**config.mk**
```make
export PLATFORM = sky130hd
export DESIGN_NAME = apb_slv_mem_regfile
export DESIGN_NICKNAME = d
export VERILOG_FILES = /design/src/rtl/apb_slv_mem_regfile.sv
export SDC_FILE = /design/constraint.sdc
export NUM_CORES = 1
export LEC_CHECK = 0
export CORE_UTILIZATION = 30
export CTS_CLUSTER_DIAMETER = 80
export DETAILED_ROUTE_END_ITERATION = 12
export DONT_BUFFER_PORTS = 1
export GPL_ROUTABILITY_DRIVEN = 0
export HOLD_SLACK_MARGIN = 0.05
export PLACE_DENSITY_LB_ADDON = 0.15
export SYNTH_ARGS = -nofsm -noshare
export SYNTH_HDL_FRONTEND = slang
export SYNTH_SLANG_ARGS = --single-unit
```
**constraint.sdc**
```tcl
create_clock -name PCLK -period 4.5 [get_ports PCLK]
set_input_delay 0.675 -clock PCLK [delete_from_list [all_inputs] [get_ports PCLK]]
set_output_delay 0.675 -clock PCLK [all_outputs]
set_load 0.01 [all_outputs]
```
**src/rtl/apb_slv_mem_regfile.sv**
```systemverilog
// Purpose: APB slave fronting a word-addressed register-file memory with byte-strobed writes.
// Latency: 2 cycles per transfer (setup + access); 3 with APB_WAIT_STATE_EN (one wait state).
// Backpressure: PREADY is registered; outside a transfer it is 0, and PSEL=0 mid-transfer aborts.
//
// Compile-time option: APB_WAIT_STATE_EN inserts one wait state between setup and access.
//
// Ports:
//   PCLK     in   bus clock, all logic on the rising edge
//   PRESETn  in   synchronous reset, ACTIVE HIGH (1 = reset) despite the suffix
//   PADDR    in   word index (not a byte address)
//   PSEL     in   slave select
//   PENABLE  in   access-phase indicator
//   PWRITE   in   1 = write, 0 = read
//   PWDATA   in   write data
//   PSTROBE  in   byte write enables, bit i covers PWDATA[8i+7:8i]
//   PREADY   out  transfer completes when PSEL & PENABLE & PREADY
//   PRDATA   out  read data, zero unless PREADY=1 on a valid read
//   PSLVERR  out  error response for PADDR >= MEM_DEPTH, valid with PREADY
module apb_slv_mem_regfile #(
  parameter int DATA_SIZE = 32,
  parameter int ADDR_SIZE = 5,
  parameter int MEM_DEPTH = 24
) (
  input  logic                   PCLK,
  input  logic                   PRESETn,
  input  logic [ADDR_SIZE-1:0]   PADDR,
  input  logic                   PSEL,
  input  logic                   PENABLE,
  input  logic                   PWRITE,
  input  logic [DATA_SIZE-1:0]   PWDATA,
  input  logic [DATA_SIZE/8-1:0] PSTROBE,
  output logic                   PREADY,
  output logic [DATA_SIZE-1:0]   PRDATA,
  output logic                   PSLVERR
);

  localparam int NBYTES = DATA_SIZE / 8;
  localparam int IDX_W  = (MEM_DEPTH > 1) ? $clog2(MEM_DEPTH) : 1;
  // Depth expressed one bit wider than PADDR so MEM_DEPTH == 2**ADDR_SIZE still fits.
  localparam logic [ADDR_SIZE:0] DEPTH_LIM = (ADDR_SIZE + 1)'(MEM_DEPTH);

`ifdef APB_WAIT_STATE_EN
  typedef enum logic [1:0] {ST_IDLE, ST_SETUP, ST_ACCESS, ST_WAIT} state_t;
`else
  typedef enum logic [1:0] {ST_IDLE, ST_SETUP, ST_ACCESS} state_t;
`endif

  state_t state_q;
  state_t state_d;
  state_t phase;

  logic [DATA_SIZE-1:0] mem [MEM_DEPTH];

  logic                 addr_ok;
  logic [IDX_W-1:0]     idx;
  logic [DATA_SIZE-1:0] rd_word;
  logic                 load_resp;
  logic                 mem_we;
  logic                 pready_d;
  logic                 pslverr_d;
  logic [DATA_SIZE-1:0] prdata_d;

  // ---------------------------------------------------------------------------
  // Address decode and read mux
  // ---------------------------------------------------------------------------
  always_comb begin
    addr_ok = ({1'b0, PADDR} < DEPTH_LIM);
    idx     = PADDR[IDX_W-1:0];
    rd_word = '0;
    if (addr_ok) begin
      rd_word = mem[idx];
    end
  end

  // ---------------------------------------------------------------------------
  // FSM state register
  // ---------------------------------------------------------------------------
  always_ff @(posedge PCLK) begin
    if (PRESETn) begin
      state_q <= ST_IDLE;
    end else begin
      state_q <= state_d;
    end
  end

  // ---------------------------------------------------------------------------
  // FSM next-state and response decode
  //
  // SETUP is decoded from the bus rather than stored: the cycle in which the
  // master presents PSEL=1, PENABLE=0 is the setup cycle, and its closing edge
  // must already load PREADY/PRDATA/PSLVERR so that the registered response is
  // visible in the very next (access) cycle. A new setup seen while a transfer
  // is pending also lands here, which abandons the old transfer without a
  // write and serves the new one.
  // ---------------------------------------------------------------------------
  always_comb begin
    phase     = state_q;
    state_d   = ST_IDLE;
    load_resp = 1'b0;
    mem_we    = 1'b0;
    pready_d  = 1'b0;
    pslverr_d = 1'b0;
    prdata_d  = '0;

    if (PSEL && !PENABLE) begin
      phase = ST_SETUP;
    end

    case (phase)
      ST_SETUP: begin
`ifdef APB_WAIT_STATE_EN
        state_d = ST_WAIT;
`else
        state_d   = ST_ACCESS;
        load_resp = 1'b1;
`endif
      end

`ifdef APB_WAIT_STATE_EN
      ST_WAIT: begin
        // First access-phase cycle is held with PREADY=0; the response is
        // loaded at its closing edge. PSEL low falls through to IDLE.
        if (PSEL && PENABLE) begin
          state_d   = ST_ACCESS;
          load_resp = 1'b1;
        end
      end
`endif

      ST_ACCESS: begin
        // PREADY is 1 throughout ACCESS, so PSEL&PENABLE alone completes.
        // Completion and abort both return to IDLE with outputs cleared.
        if (PSEL && PENABLE) begin
          mem_we = PWRITE && addr_ok;
        end
      end

      default: begin
        // IDLE, including PSEL&PENABLE with no preceding setup: ignored.
      end
    endcase

    if (load_resp) begin
      pready_d  = 1'b1;
      pslverr_d = !addr_ok;
      prdata_d  = PWRITE ? '0 : rd_word;
    end
  end

  // ---------------------------------------------------------------------------
  // Registered outputs
  // ---------------------------------------------------------------------------
  always_ff @(posedge PCLK) begin
    if (PRESETn) begin
      PREADY  <= 1'b0;
      PRDATA  <= '0;
      PSLVERR <= 1'b0;
    end else begin
      PREADY  <= pready_d;
      PRDATA  <= prdata_d;
      PSLVERR <= pslverr_d;
    end
  end

  // ---------------------------------------------------------------------------
  // Memory: cleared by reset, byte-strobed write at the completing edge.
  // Reset has priority, so a reset in the access phase suppresses the write.
  // ---------------------------------------------------------------------------
  always_ff @(posedge PCLK) begin
    if (PRESETn) begin
      for (int i = 0; i < MEM_DEPTH; i++) begin
        mem[i] <= '0;
      end
    end else if (mem_we) begin
      for (int b = 0; b < NBYTES; b++) begin
        if (PSTROBE[b]) begin
          mem[idx][8*b +: 8] <= PWDATA[8*b +: 8];
        end
      end
    end
  end

endmodule

```
---- Word-level counts from Yosys, hierarchy flattened ----
Memory sizes are Yosys's and may differ from the RTL's. A register that Yosys moved wholly into a read port is not among the register bits.
Index checks and enable logic that the tools add are counted.
word-level totals
  register bits ........................... 4
  bits in writable memories ............... 768
  input port bits ......................... 46
  memories kept ........................... 1
operators by class
  magnitude comparators ................... 1
  equal/unequal tests ..................... 2
  mux-type cells .......................... 27
  bitwise logic cells ..................... 2
  reductions and logical operators ........ 8
memories
  memory  words  width  read ports  clocked after memory_dff  wr ports  RTL line  RTL
  mem     24     32     1           1                         24        52        logic [DATA_SIZE-1:0] mem [MEM_DEPTH];
operator list
  cell                  count
  $mux W32              1
  $reduce_or A32 Y1     1
  $mux W1               22
  $lt A5 B5 Y1 const B  1
  $mux W5               1
  $mux W2               2
  $mux W4               1
  $reduce_or A4 Y1      1
  $logic_and A1 B1 Y1   3
  $eq A2 B1 Y1 const B  1
  $eq A2 B2 Y1 const B  1
  $logic_not A1 Y1      2
  $not A1 Y1            2
  $reduce_or A2 Y1      1

---- Logic depth before layout (Yosys ltp) ----
  depth in word-level cells ............... 10
  gate-level depth with buffers ........... 8

---- Least setup slack after synthesis ----
OpenSTA, ideal clock, no wires.
  path kind ............................... input port to flip-flop
  from .................................... input PRESETn
  to ...................................... memory mem[10][16], enable pin
  setup time .............................. 0.326 ns
  arrival ................................. 2.001 ns
  required time ........................... 4.174 ns
  path slack .............................. 2.173 ns
  stages on the path ...................... 7
  path through ............................ clkbuf_1 nor3b_2 nand2_1 nor2_2 buf_2 buf_2 a21o_1
RTL lines
  what                RTL line  RTL
  start: declaration  25        input logic PRESETn,
  end: declaration    52

==> results by group <==
Detailed routing
  – Starting DRT DRC Count: 1957
  – Vias/cell: slightly below 5
  – Detail Route Antenna Nets: 0
  – DRT Pass-1 Iters: 5
  – WL final: roughly 140000 um
  – Post-detailed-route DRC marker count: 0
  – DR WL/cell: around 25 um
  – Via count: between 20000 and 30000

Die
  – IO Count: 80
  – Initial core utilization: 30.3%
  – Core Rows: around 140
  – DIE HEIGHT: between 300 and 400 um
  – Die ar.: 156000 um2
  – Core region area: approximately 150000 um2
  – Die width: between 300 and 400 um

Status
  – Failing checks: slew limit
  – Status: complete, but fails checks

Yosys
  – Sequential element share of the synthesized area: between 60% and 70%
  – Async set-reset flop share out of synthesis: 0%
  – Post-synth top area share: 66.6%
  – Cell taking the most area after synthesis: edfxtp_1
  – Synth Warn #: 0
  – Post-synth EDFFs: 1024
  – Syn Area/Cell: ~14 um2
  – Ranking of synthesized cells by area: edfxtp_1, mux2i_1, and3_1, and2_1, o22ai_1
  – Register bit count reported by yosys: between 1000 and 1500
  – Post-synthesis cell count: around 3200
  – Mapped Area: around 46000 um2
  – Top_reg_cell synth: edfxtp_1
  – Netlist cell types: 34

Cells and area
  – Net count, final: between 3000 and 4000
  – Ratio of cells with drive above 1 in the final layout: 8.57%
  – Seq. cell area: around 31000 um2
  – Design area: 53500 um2
  – Filler cell count: about 15000
  – Synth-to-Final Area Change: 15.7%
  – Multi-input gate area: roughly 15000 um2

Clocking
  – Clock sinks: roughly 1100
  – Later-pin clock latency in the skew report: approximately 0.74 ns
  – Number of CTS-inserted buffers: ~130
  – H-tree Lvls: 4
  – Longest Clk Path Bufs: 3
  – TritonCTS clock tree: yes
  – Clock transition at path regs: ~0.06 ns
  – Root buf cell: clkbuf_16

Global route
  – Tot GR Track Use: ~18%
  – First-pass GRT wire length: roughly 200000 um
  – Pin count of the biggest net entering global routing: 527
  – Number of antenna violations at the first check in global routing: 9
  – Grt total ovfl: 0
  – Number of global-route vias before repair: between 20000 and 30000

Placement
  – Port Buf Inserts: 0
  – Post-DP HPWL: 80200 um
  – Placed Area: a little under 50000 um2

Critical path
  – Top cell by count, worst path: nor2_1
  – Family with the most delay on the worst path: simple AND/OR/NAND/NOR gates
  – Setup crit end kind: register
  – Buf+Inv Stages, Crit Path: 0
  – CP Launch Type: input pin
  – Critical path's slowest cell: nor2_1
  – Required @ worst endpoint: 4.93 ns
  – Setup CP Type: input pin to register
  – CP Data Arrival Time: between 3 and 4 ns
  – Worst path max stage delay: 0.95 ns
  – Crit path cell chain: nor2_1, nand2_1, nor2_1, or2_2
  – CP Max Fanout: around 530

Timing
  – Final Hold Slack: roughly 0.13 ns
  – Final period util: about 65%
  – Unrepaired setup endpoints after global routing: false
  – Max_slew headroom: -35.9%
  – Fin. Hold Viols: 0
  – Final min period: a little under 3 ns
  – Final setup viols: 0
  – Worst slew pin tran: ~2 ns
  – Max-slew violations: between 200 and 250
  – F_max: around 340 MHz
  – Max Clock Skew: 0.0272 ns
  – Setup Total Neg Slack: 0 ns

Pwr
  – Sw Share: between 20% and 30%
  – Switch Pwr: 0.00477 W
  – Combinational Power Share: under 10%
  – Clk network pwr share: 45.8%
  – Power Dens Cells: between 400 and 500 nW/um2
  – Power share of the sequential group: about half
  – Int Power: between 0.015 and 0.02 W
  – Max rail drop VDD: between 0.3 and 0.4 mV
  – LEAKAGE: 21.7 nW

Flow run
  – MaxCap Viol Count: 0

Min path
  – Hold Path Class: input pin to register
==> power groups by stage <==
stage	Sequential, W	Clock, W	Combinational (W)
after floorplan	0.0114	0	0.000706
after global placement	0.0115	0	0.000792
after detailed placement	0.0115	0	0.000791
after CTS	0.0113	0.0105	0.000868
after global routing	0.0113	0.0108	0.000933
final	0.0113	0.0102	0.000879
==> repair_timing <==
item	in CTS	in global routing
buffers inserted	0	0
endpoints found under the setup margin	0	0
resized for setup	0	0
hold endpoints to repair	257	0
hold buffers	33	0
==> layout by cell type, fill, tap and decap left out, types with 6 or more instances in the layout <==
cell,netlist,final
a21o_1,48,48
a31oi_1,32,32
and2_1,384,384
and3_1,386,385
buf_4,2,56
bufinv_16,0,6
clkbuf_1,177,38
clkbuf_16,0,137
clkbuf_8,0,14
clkinv_1,0,22
clkinv_2,0,13
conb_1,1,256
dfxtp_1,34,34
dlygate4sd3_1,0,33
edfxtp_1,1024,1024
mux2i_1,512,512
nand2_1,16,15
nor2_1,126,124
nor4_1,32,32
o22ai_1,256,256
or2_2,48,48
==> path summary, 6_finish.rpt <==
kind | slack (ns) | end | startpoint | cells after the start
worst max-delay path | 1.58 | mem[0][28]$_SDFFCE_PN0P_ | PADDR[1] | 4
worst min-delay path | 0.13 | mem[2][17]$_SDFFCE_PN0P_ | PWDATA[17] | 1
worst max register to register | 1.63 | mem[19][14]$_SDFFCE_PN0P_ | state_q[1]$_SDFF_PP0_ | 4
worst min register to register | 0.73 | PRDATA[0]$_SDFF_PP0_ | mem[29][0]$_DFFE_PP_ | 4
==> cells by family after synthesis <==
logic type,Yosys count,synth area share (%)
flip-flops,1058,68.0
multiplexers,512,11.1
AO/OA/AOI/OAI,337,4.69
AND/OR/NAND/NOR,1035,13.4
other,1,0.00812
buffers and inverters,287,2.76
==> registers in the layout, summed over array words and instances (netlist names) <==
signal,cells
PSLVERR,1
PRDATA,32
mem,1024
state_q,1
==> per-layer routing <==
metal | part of all wire (%) | track usage (%) | vias up
li1 | - | - | 12400
met3 | 4.6 | 3.33 | 184
met5 | 0.029 | 0 | -
met4 | 1.9 | 4.51 | 6
met1 | 46 | 24.3 | 13900
met2 | 47 | 28.7 | 562
==> cell type report <==
type                       count  share of cell area, %
antenna                        2                0.00936
clock inverter                46                  0.695
timing repair buffer          91                   1.48
clock buffer                 189                   7.04
multi-input combinational   2140                   27.2
sequential                  1058                   58.8
tap                         2030                   4.75
==> stage by stage <==
stage                     power, W  std cells  setup slack [ns]  utilization (%)
after floorplan             0.0121       3485              2.17                -
after CTS                   0.0226       5554              1.65             35.1
after global placement      0.0123       5286              1.38             32.1
final                       0.0224       5556              1.58             35.1
after detailed placement    0.0123       5286              1.27             32.1
after global routing        0.0231       5554              1.54             35.1
==> synth_stat cells (all sizes together) (5+ instances only) <==
cell / count
dfxtp: 34
or2: 48
nand4bb: 6
nor4: 32
buf: 107
nand3: 5
o22ai: 256
and2: 384
a31oi: 32
mux2i: 512
edfxtp: 1024
a21o: 48
nor2: 127
nand4: 5
and3: 386
clkbuf: 180
nand2: 16
No activity file was read; power rests on OpenSTA's default activity.
